<file path="config.mk">
export PLATFORM = sky130hd
export DESIGN_NAME = seq_divider_8bit_flat
export DESIGN_NICKNAME = d
export VERILOG_FILES = /design/src/rtl/seq_divider_8bit_if.sv /design/src/rtl/seq_divider_8bit.sv /design/src/flat_wrapper.sv
export SDC_FILE = /design/constraint.sdc
export NUM_CORES = 1
export LEC_CHECK = 0
export BUFFER_PORTS_ARGS = -buffer_cell sky130_fd_sc_hd__buf_2
export CAP_MARGIN = 30
export CORE_MARGIN = 5
export CORE_UTILIZATION = 45
export CTS_CLUSTER_DIAMETER = 100
export CTS_CLUSTER_SIZE = 8
export DETAILED_ROUTE_END_ITERATION = 8
export PLACE_DENSITY = 0.66
export REMOVE_ABC_BUFFERS = 1
export SLEW_MARGIN = 25
export SYNTH_ARGS = -nofsm -noshare
export SYNTH_HDL_FRONTEND = slang
export SYNTH_SLANG_ARGS = --single-unit
</file>
<file path="constraint.sdc">
create_clock -name clk -period 5.4 [get_ports clk]
set_input_delay 0.54 -clock clk [delete_from_list [all_inputs] [get_ports clk]]
set_output_delay 0.54 -clock clk [all_outputs]
set_load 0.05 [all_outputs]
</file>
<file path="src/rtl/seq_divider_8bit_if.sv">
// Start/busy/done handshake bundle between the sequencer (master) and the divider (slave).
interface seq_divider_8bit_if #(
    parameter int unsigned WIDTH = 8
);
    logic             start;
    logic [WIDTH-1:0] dividend;
    logic [WIDTH-1:0] divisor;
    logic             busy;
    logic             done;
    logic [WIDTH-1:0] quotient;
    logic [WIDTH-1:0] remainder;
    logic             div_by_zero;

    modport master (
        output start, dividend, divisor,
        input  busy, done, quotient, remainder, div_by_zero
    );

    modport slave (
        input  start, dividend, divisor,
        output busy, done, quotient, remainder, div_by_zero
    );
endinterface

</file>
<file path="src/rtl/seq_divider_8bit.sv">
// Multi-cycle unsigned restoring divider: one trial subtraction per clock, WIDTH iterations.
module seq_divider_8bit #(
    parameter int unsigned WIDTH = 8
) (
    input  logic               clk,
    input  logic               rst,
    seq_divider_8bit_if.slave  bus
);
    localparam int unsigned CNT_W = $clog2(WIDTH + 1);
    localparam int unsigned PW    = WIDTH + 1;

    typedef enum logic [1:0] {S_IDLE, S_RUN, S_FIN} state_t;

    state_t           r_state, w_state_nxt;
    logic [WIDTH-1:0] r_p, w_p_nxt;
    logic [WIDTH-1:0] r_q, w_q_nxt;
    logic [WIDTH-1:0] r_divisor, w_divisor_nxt;
    logic [CNT_W-1:0] r_cnt, w_cnt_nxt;
    logic             r_busy, w_busy_nxt;
    logic             r_done, w_done_nxt;
    logic [WIDTH-1:0] r_quot, w_quot_nxt;
    logic [WIDTH-1:0] r_rem, w_rem_nxt;
    logic             r_dz, w_dz_nxt;
    logic             w_accept;
    logic [PW-1:0]    w_p_shift;
    logic [PW-1:0]    w_trial;

    always_ff @(posedge clk) begin
        if (rst) begin
            r_state   <= S_IDLE;
            r_p       <= '0;
            r_q       <= '0;
            r_divisor <= '0;
            r_cnt     <= '0;
            r_busy    <= 1'b0;
            r_done    <= 1'b0;
            r_quot    <= '0;
            r_rem     <= '0;
            r_dz      <= 1'b0;
        end else begin
            r_state   <= w_state_nxt;
            r_p       <= w_p_nxt;
            r_q       <= w_q_nxt;
            r_divisor <= w_divisor_nxt;
            r_cnt     <= w_cnt_nxt;
            r_busy    <= w_busy_nxt;
            r_done    <= w_done_nxt;
            r_quot    <= w_quot_nxt;
            r_rem     <= w_rem_nxt;
            r_dz      <= w_dz_nxt;
        end
    end

    // Partial remainder never reaches the divisor, so WIDTH bits hold it; the trial needs one more for the borrow.
    always_comb begin
        w_state_nxt   = r_state;
        w_p_nxt       = r_p;
        w_q_nxt       = r_q;
        w_divisor_nxt = r_divisor;
        w_cnt_nxt     = r_cnt;
        w_busy_nxt    = r_busy;
        w_done_nxt    = 1'b0;
        w_quot_nxt    = r_quot;
        w_rem_nxt     = r_rem;
        w_dz_nxt      = r_dz;
        w_accept      = 1'b0;
        w_p_shift     = {r_p, r_q[WIDTH-1]};
        w_trial       = w_p_shift - {1'b0, r_divisor};

        case (r_state)
            S_IDLE: begin
                w_accept = bus.start;
            end
            S_RUN: begin
                if (r_divisor == '0) begin
                    w_state_nxt = S_FIN;
                    w_quot_nxt  = '1;
                    w_rem_nxt   = r_q;
                    w_dz_nxt    = 1'b1;
                    w_busy_nxt  = 1'b0;
                    w_done_nxt  = 1'b1;
                end else begin
                    w_q_nxt   = {r_q[WIDTH-2:0], ~w_trial[WIDTH]};
                    w_p_nxt   = w_trial[WIDTH] ? w_p_shift[WIDTH-1:0] : w_trial[WIDTH-1:0];
                    w_cnt_nxt = r_cnt + CNT_W'(1);
                    if (r_cnt == CNT_W'(WIDTH - 1)) begin
                        w_state_nxt = S_FIN;
                        w_quot_nxt  = w_q_nxt;
                        w_rem_nxt   = w_p_nxt;
                        w_busy_nxt  = 1'b0;
                        w_done_nxt  = 1'b1;
                    end
                end
            end
            S_FIN: begin
                w_state_nxt = S_IDLE;
                w_accept    = bus.start;
            end
            default: begin
                w_state_nxt = S_IDLE;
            end
        endcase

        // Acceptance from IDLE or FIN (back-to-back) loads operands and starts iterating.
        if (w_accept) begin
            w_state_nxt   = S_RUN;
            w_p_nxt       = '0;
            w_q_nxt       = bus.dividend;
            w_divisor_nxt = bus.divisor;
            w_cnt_nxt     = '0;
            w_dz_nxt      = 1'b0;
            w_busy_nxt    = 1'b1;
        end
    end

    assign bus.busy        = r_busy;
    assign bus.done        = r_done;
    assign bus.quotient    = r_quot;
    assign bus.remainder   = r_rem;
    assign bus.div_by_zero = r_dz;
endmodule

</file>
<file path="src/flat_wrapper.sv">
// flat-port wrapper written by rule: the top's interface ports become plain ports
module seq_divider_8bit_flat 
#(
    parameter int unsigned WIDTH = 8
)
  (clk, rst, bus_start, bus_dividend, bus_divisor, bus_busy, bus_done, bus_quotient, bus_remainder, bus_div_by_zero);
  seq_divider_8bit_if #(.WIDTH(WIDTH)) bus_i ();
  input  logic clk;
  input  logic rst;
  input wire logic [$bits(bus_i.start)-1:0] bus_start;
  input wire logic [$bits(bus_i.dividend)-1:0] bus_dividend;
  input wire logic [$bits(bus_i.divisor)-1:0] bus_divisor;
  output wire logic [$bits(bus_i.busy)-1:0] bus_busy;
  output wire logic [$bits(bus_i.done)-1:0] bus_done;
  output wire logic [$bits(bus_i.quotient)-1:0] bus_quotient;
  output wire logic [$bits(bus_i.remainder)-1:0] bus_remainder;
  output wire logic [$bits(bus_i.div_by_zero)-1:0] bus_div_by_zero;
  assign bus_i.start = bus_start;
  assign bus_i.dividend = bus_dividend;
  assign bus_i.divisor = bus_divisor;
  assign bus_busy = bus_i.busy;
  assign bus_done = bus_i.done;
  assign bus_quotient = bus_i.quotient;
  assign bus_remainder = bus_i.remainder;
  assign bus_div_by_zero = bus_i.div_by_zero;
  seq_divider_8bit #(.WIDTH(WIDTH)) u_core (.clk(clk), .rst(rst), .bus(bus_i));
endmodule
</file>
==> summary.md <==
| Metric | Value |
|---|---|
| Synth top area cells | dfxtp_1, a21oi_1, ha_1 |
| Worst hold path type | register to register |
| Crit Path Category | register to register |
| Clock buffer count from CTS | 5 |
| Fin nets | 330 |
| DRC viols | 0 |
| CTS tree | done |
| H-tree Lvls | 2 |
| Yosys cell types | 37 |
| Yosys top cell by area | dfxtp_1 |
| Dpl hpwl | 3.953 mm |
| Yosys warning total | 0 |
| CP Max Fanout | 11 |
| Most common cell in the netlist | dfxtp_1 |
| Worst Skew | 0.01285 ns |
| Root Buffer Master | clkbuf_8 |
| LEAKAGE | 0.001102 uW |
| Synthesized flop and latch total | 49 |
| Hold Buf Count CTS | 0 |
| Starting density of the core | 45.53% |
| Status | complete, no violations |
| # fillers | 500 |
| Post-DR wirelength/cell | 14.56 um |
| Grt ovf | 0 |
| Area Overhead vs Synth | 15.14% |
| Final min period | 2.836 ns |
| 1st-iter DRT viols | 108 |
| Max-slew violations | 0 |
| Critical path arrival | 3.00 ns |
| Routed vias/inst | 5.492 |
| Post-cts gate resize count | 0 |
| Most frequent cells after synthesis | dfxtp_1, a21oi_1, nand2_1 |
| Die W | 81.20 um |
| GRT Overall Usage | 17.64% |
| Synth async-reset ratio | 0% |
| Synth top area share | 43.01% |
| Final Cycle Share | 52.52% |
| Routed Wire Length | 5.417 mm |
| Die area | 6593 um2 |
| Ys flop type | dfxtp_1 |
| Peak Freq | 352.6 MHz |
| Avg Cell Area, Syn | 8.479 um2 |
| Skew-Pair Late Insertion Delay | 0.30 ns |
| CP startpoint kind | register |
| Antenna diodes | 0 |
| Slew headroom | 49.74% |
| Share of the yosys chip area belonging to registers | 43.01% |
| Setup TNS Final | 0 ns |
| EDFF count, synth | 0 |
| Max-cap viol count | 0 |
| FP Rows | 26 |
| VDD IR max | 0.1930 mV |
| CTS Sinks | 49 |
| Slew @ Worst Pin | 0.7502 ns |
| Cell Pwr Density | 341.9 nW/um2 |
| Largest net degree at the start of global routing | 30 |
| Ratio of cells with drive above 1 in the final layout | 16.89% |
| Via count | 2,043 |
| Max Root-Sink Buffers | 2 |
| Worst-path clk slew | 0.10 ns |
| Boundary Pins | 38 |
| Die height | 81.20 um |
| CORE AREA | 5010 um2 |
| Hold WS | 0.4585 ns |
| Mapped Cells | 269 |
| GPL Wtd Cong | 0.7849 |
| Mapped Area | 2281 um2 |
| RSZ-0062 raised after global routing | false |
| Vias in the first global route | 1,968 |
| Initial antenna violation count | 0 |
| First-pass GRT wire length | 9.142 mm |
| CP Capture Type | register |
| IO buf count | 37 |
| TritonRoute pass-1 iters | 5 |
| Endpoints failing setup | 0 |
| Postcts setup bufs | 0 |
| Antenna Nets Post-Route | 0 |
| Final Hold Violating Endpoints | 0 |
| CP required | 5.57 ns |
[final timing paths]
path / start / endpoint / slack (ns) / depth (start not counted)
max reg2reg: u_core.r_q[7]$_SDFFE_PP0P_ / u_core.bus.remainder[1]$_SDFFE_PP0P_ / 2.56 / 10
min reg2reg: u_core.bus.div_by_zero$_SDFFE_PP0P_ / u_core.bus.div_by_zero$_SDFFE_PP0P_ / 0.46 / 2
min: u_core.bus.div_by_zero$_SDFFE_PP0P_ / u_core.bus.div_by_zero$_SDFFE_PP0P_ / 0.46 / 2
max: u_core.r_q[7]$_SDFFE_PP0P_ / u_core.bus.remainder[1]$_SDFFE_PP0P_ / 2.56 / 10
[logic make-up (layout without fill, tap and decap cells)]
family | Yosys count | after routing | share of synthesized area [%]
compound gates | 82 | 82 | 22.44
xor+xnor | 7 | 7 | 2.688
fa+ha+maj | 10 | 10 | 5.815
buf+inv | 29 | 62 | 4.827
flops | 49 | 49 | 43.01
mux | 11 | 11 | 4.827
simple gates | 81 | 81 | 16.40
[area by class of cell]
class                      count  area [um2]  share of cell area [%]
clock inverter                 2       17.52                  0.6670
timing repair buffer          40       207.7                   7.909
clock buffer                   6       82.58                   3.144
sequential                    49       980.9                   37.35
tap                           70       87.58                   3.335
multi-input combinational    191        1197                   45.59
inverter                      14       52.55                   2.001
[power breakdown]
| part | switching, uW | total [uW] | leakage, uW | internal (uW) |
|---|---|---|---|---|
| clock network | 128 | 235 | 0.0000518 | 107 |
| registers | 20.6 | 408 | 0.000400 | 387 |
| logic | 160 | 255 | 0.000650 | 94.9 |
| total | 309 | 898 | 0.00110 | 589 |
[registers in the layout (all words and copies together), names as in the netlist]
name,flops
u_core.bus.busy,1
u_core.r_divisor,8
u_core.r_cnt,4
u_core.bus.done,1
u_core.bus.div_by_zero,1
u_core.r_q,8
u_core.bus.quotient,8
u_core.r_state,2
u_core.bus.remainder,8
u_core.r_p,8
[stage by stage]
stage | setup slack, ns | cells | util [%] | total power [uW] | cell area [um2]
floorplan | 2.768 | 254 | - | 603.2 | 2223
global placement | 2.493 | 364 | 50.27 | 665.3 | 2519
detailed placement | 2.619 | 364 | 50.42 | 669.2 | 2526
CTS | 2.585 | 372 | 52.42 | 901.8 | 2626
global route | 2.318 | 372 | 52.42 | 947.6 | 2626
finish | 2.564 | 372 | 52.42 | 898.0 | 2626
[cell usage in the layout (no fill, tap or decap), types with 2 or more instances in the layout]
master	Yosys	routed
xnor2_1	4	3
dfxtp_1	49	49
nand2b_1	4	4
o211ai_1	2	2
nor3_1	5	5
a21oi_1	33	33
mux2i_1	11	11
o22ai_1	9	9
clkbuf_8	0	6
nand3_1	4	4
o21ai_0	10	10
and3_1	2	2
a22oi_1	4	4
and2_1	3	3
inv_1	14	14
o221ai_1	8	8
buf_4	0	3
xor2_1	3	3
a31oi_1	3	3
o21bai_1	2	2
nor2b_1	3	3
a21o_1	2	2
nand4_1	2	2
nand2_1	28	28
ha_1	9	9
a211oi_1	5	5
nor2_1	23	23
or4_1	2	2
nor4_1	2	2
buf_2	1	37
[worst max-delay path: stages (launching register included)]
cell,delay [ns]
dfxtp_1,0.34
inv_1,0.09
ha_1,0.16
inv_1,0.05
fa_1,0.41
a211oi_1,0.35
o21ai_0,0.22
a31oi_1,0.30
xnor2_2,0.33
mux2i_1,0.33
a21oi_1,0.10
[routing by layer]
metal / GRT usage, % / wire, um / vias to the layer above
met5: 0 / 0 / -
met4: 4.561 / 47 / 0
met3: 3.991 / 358 / 7
met2: 29.31 / 2528 / 68
met1: 23.06 / 2483 / 939
li1: - / - / 1029
Note: power is estimated with default switching activity, not from simulation.
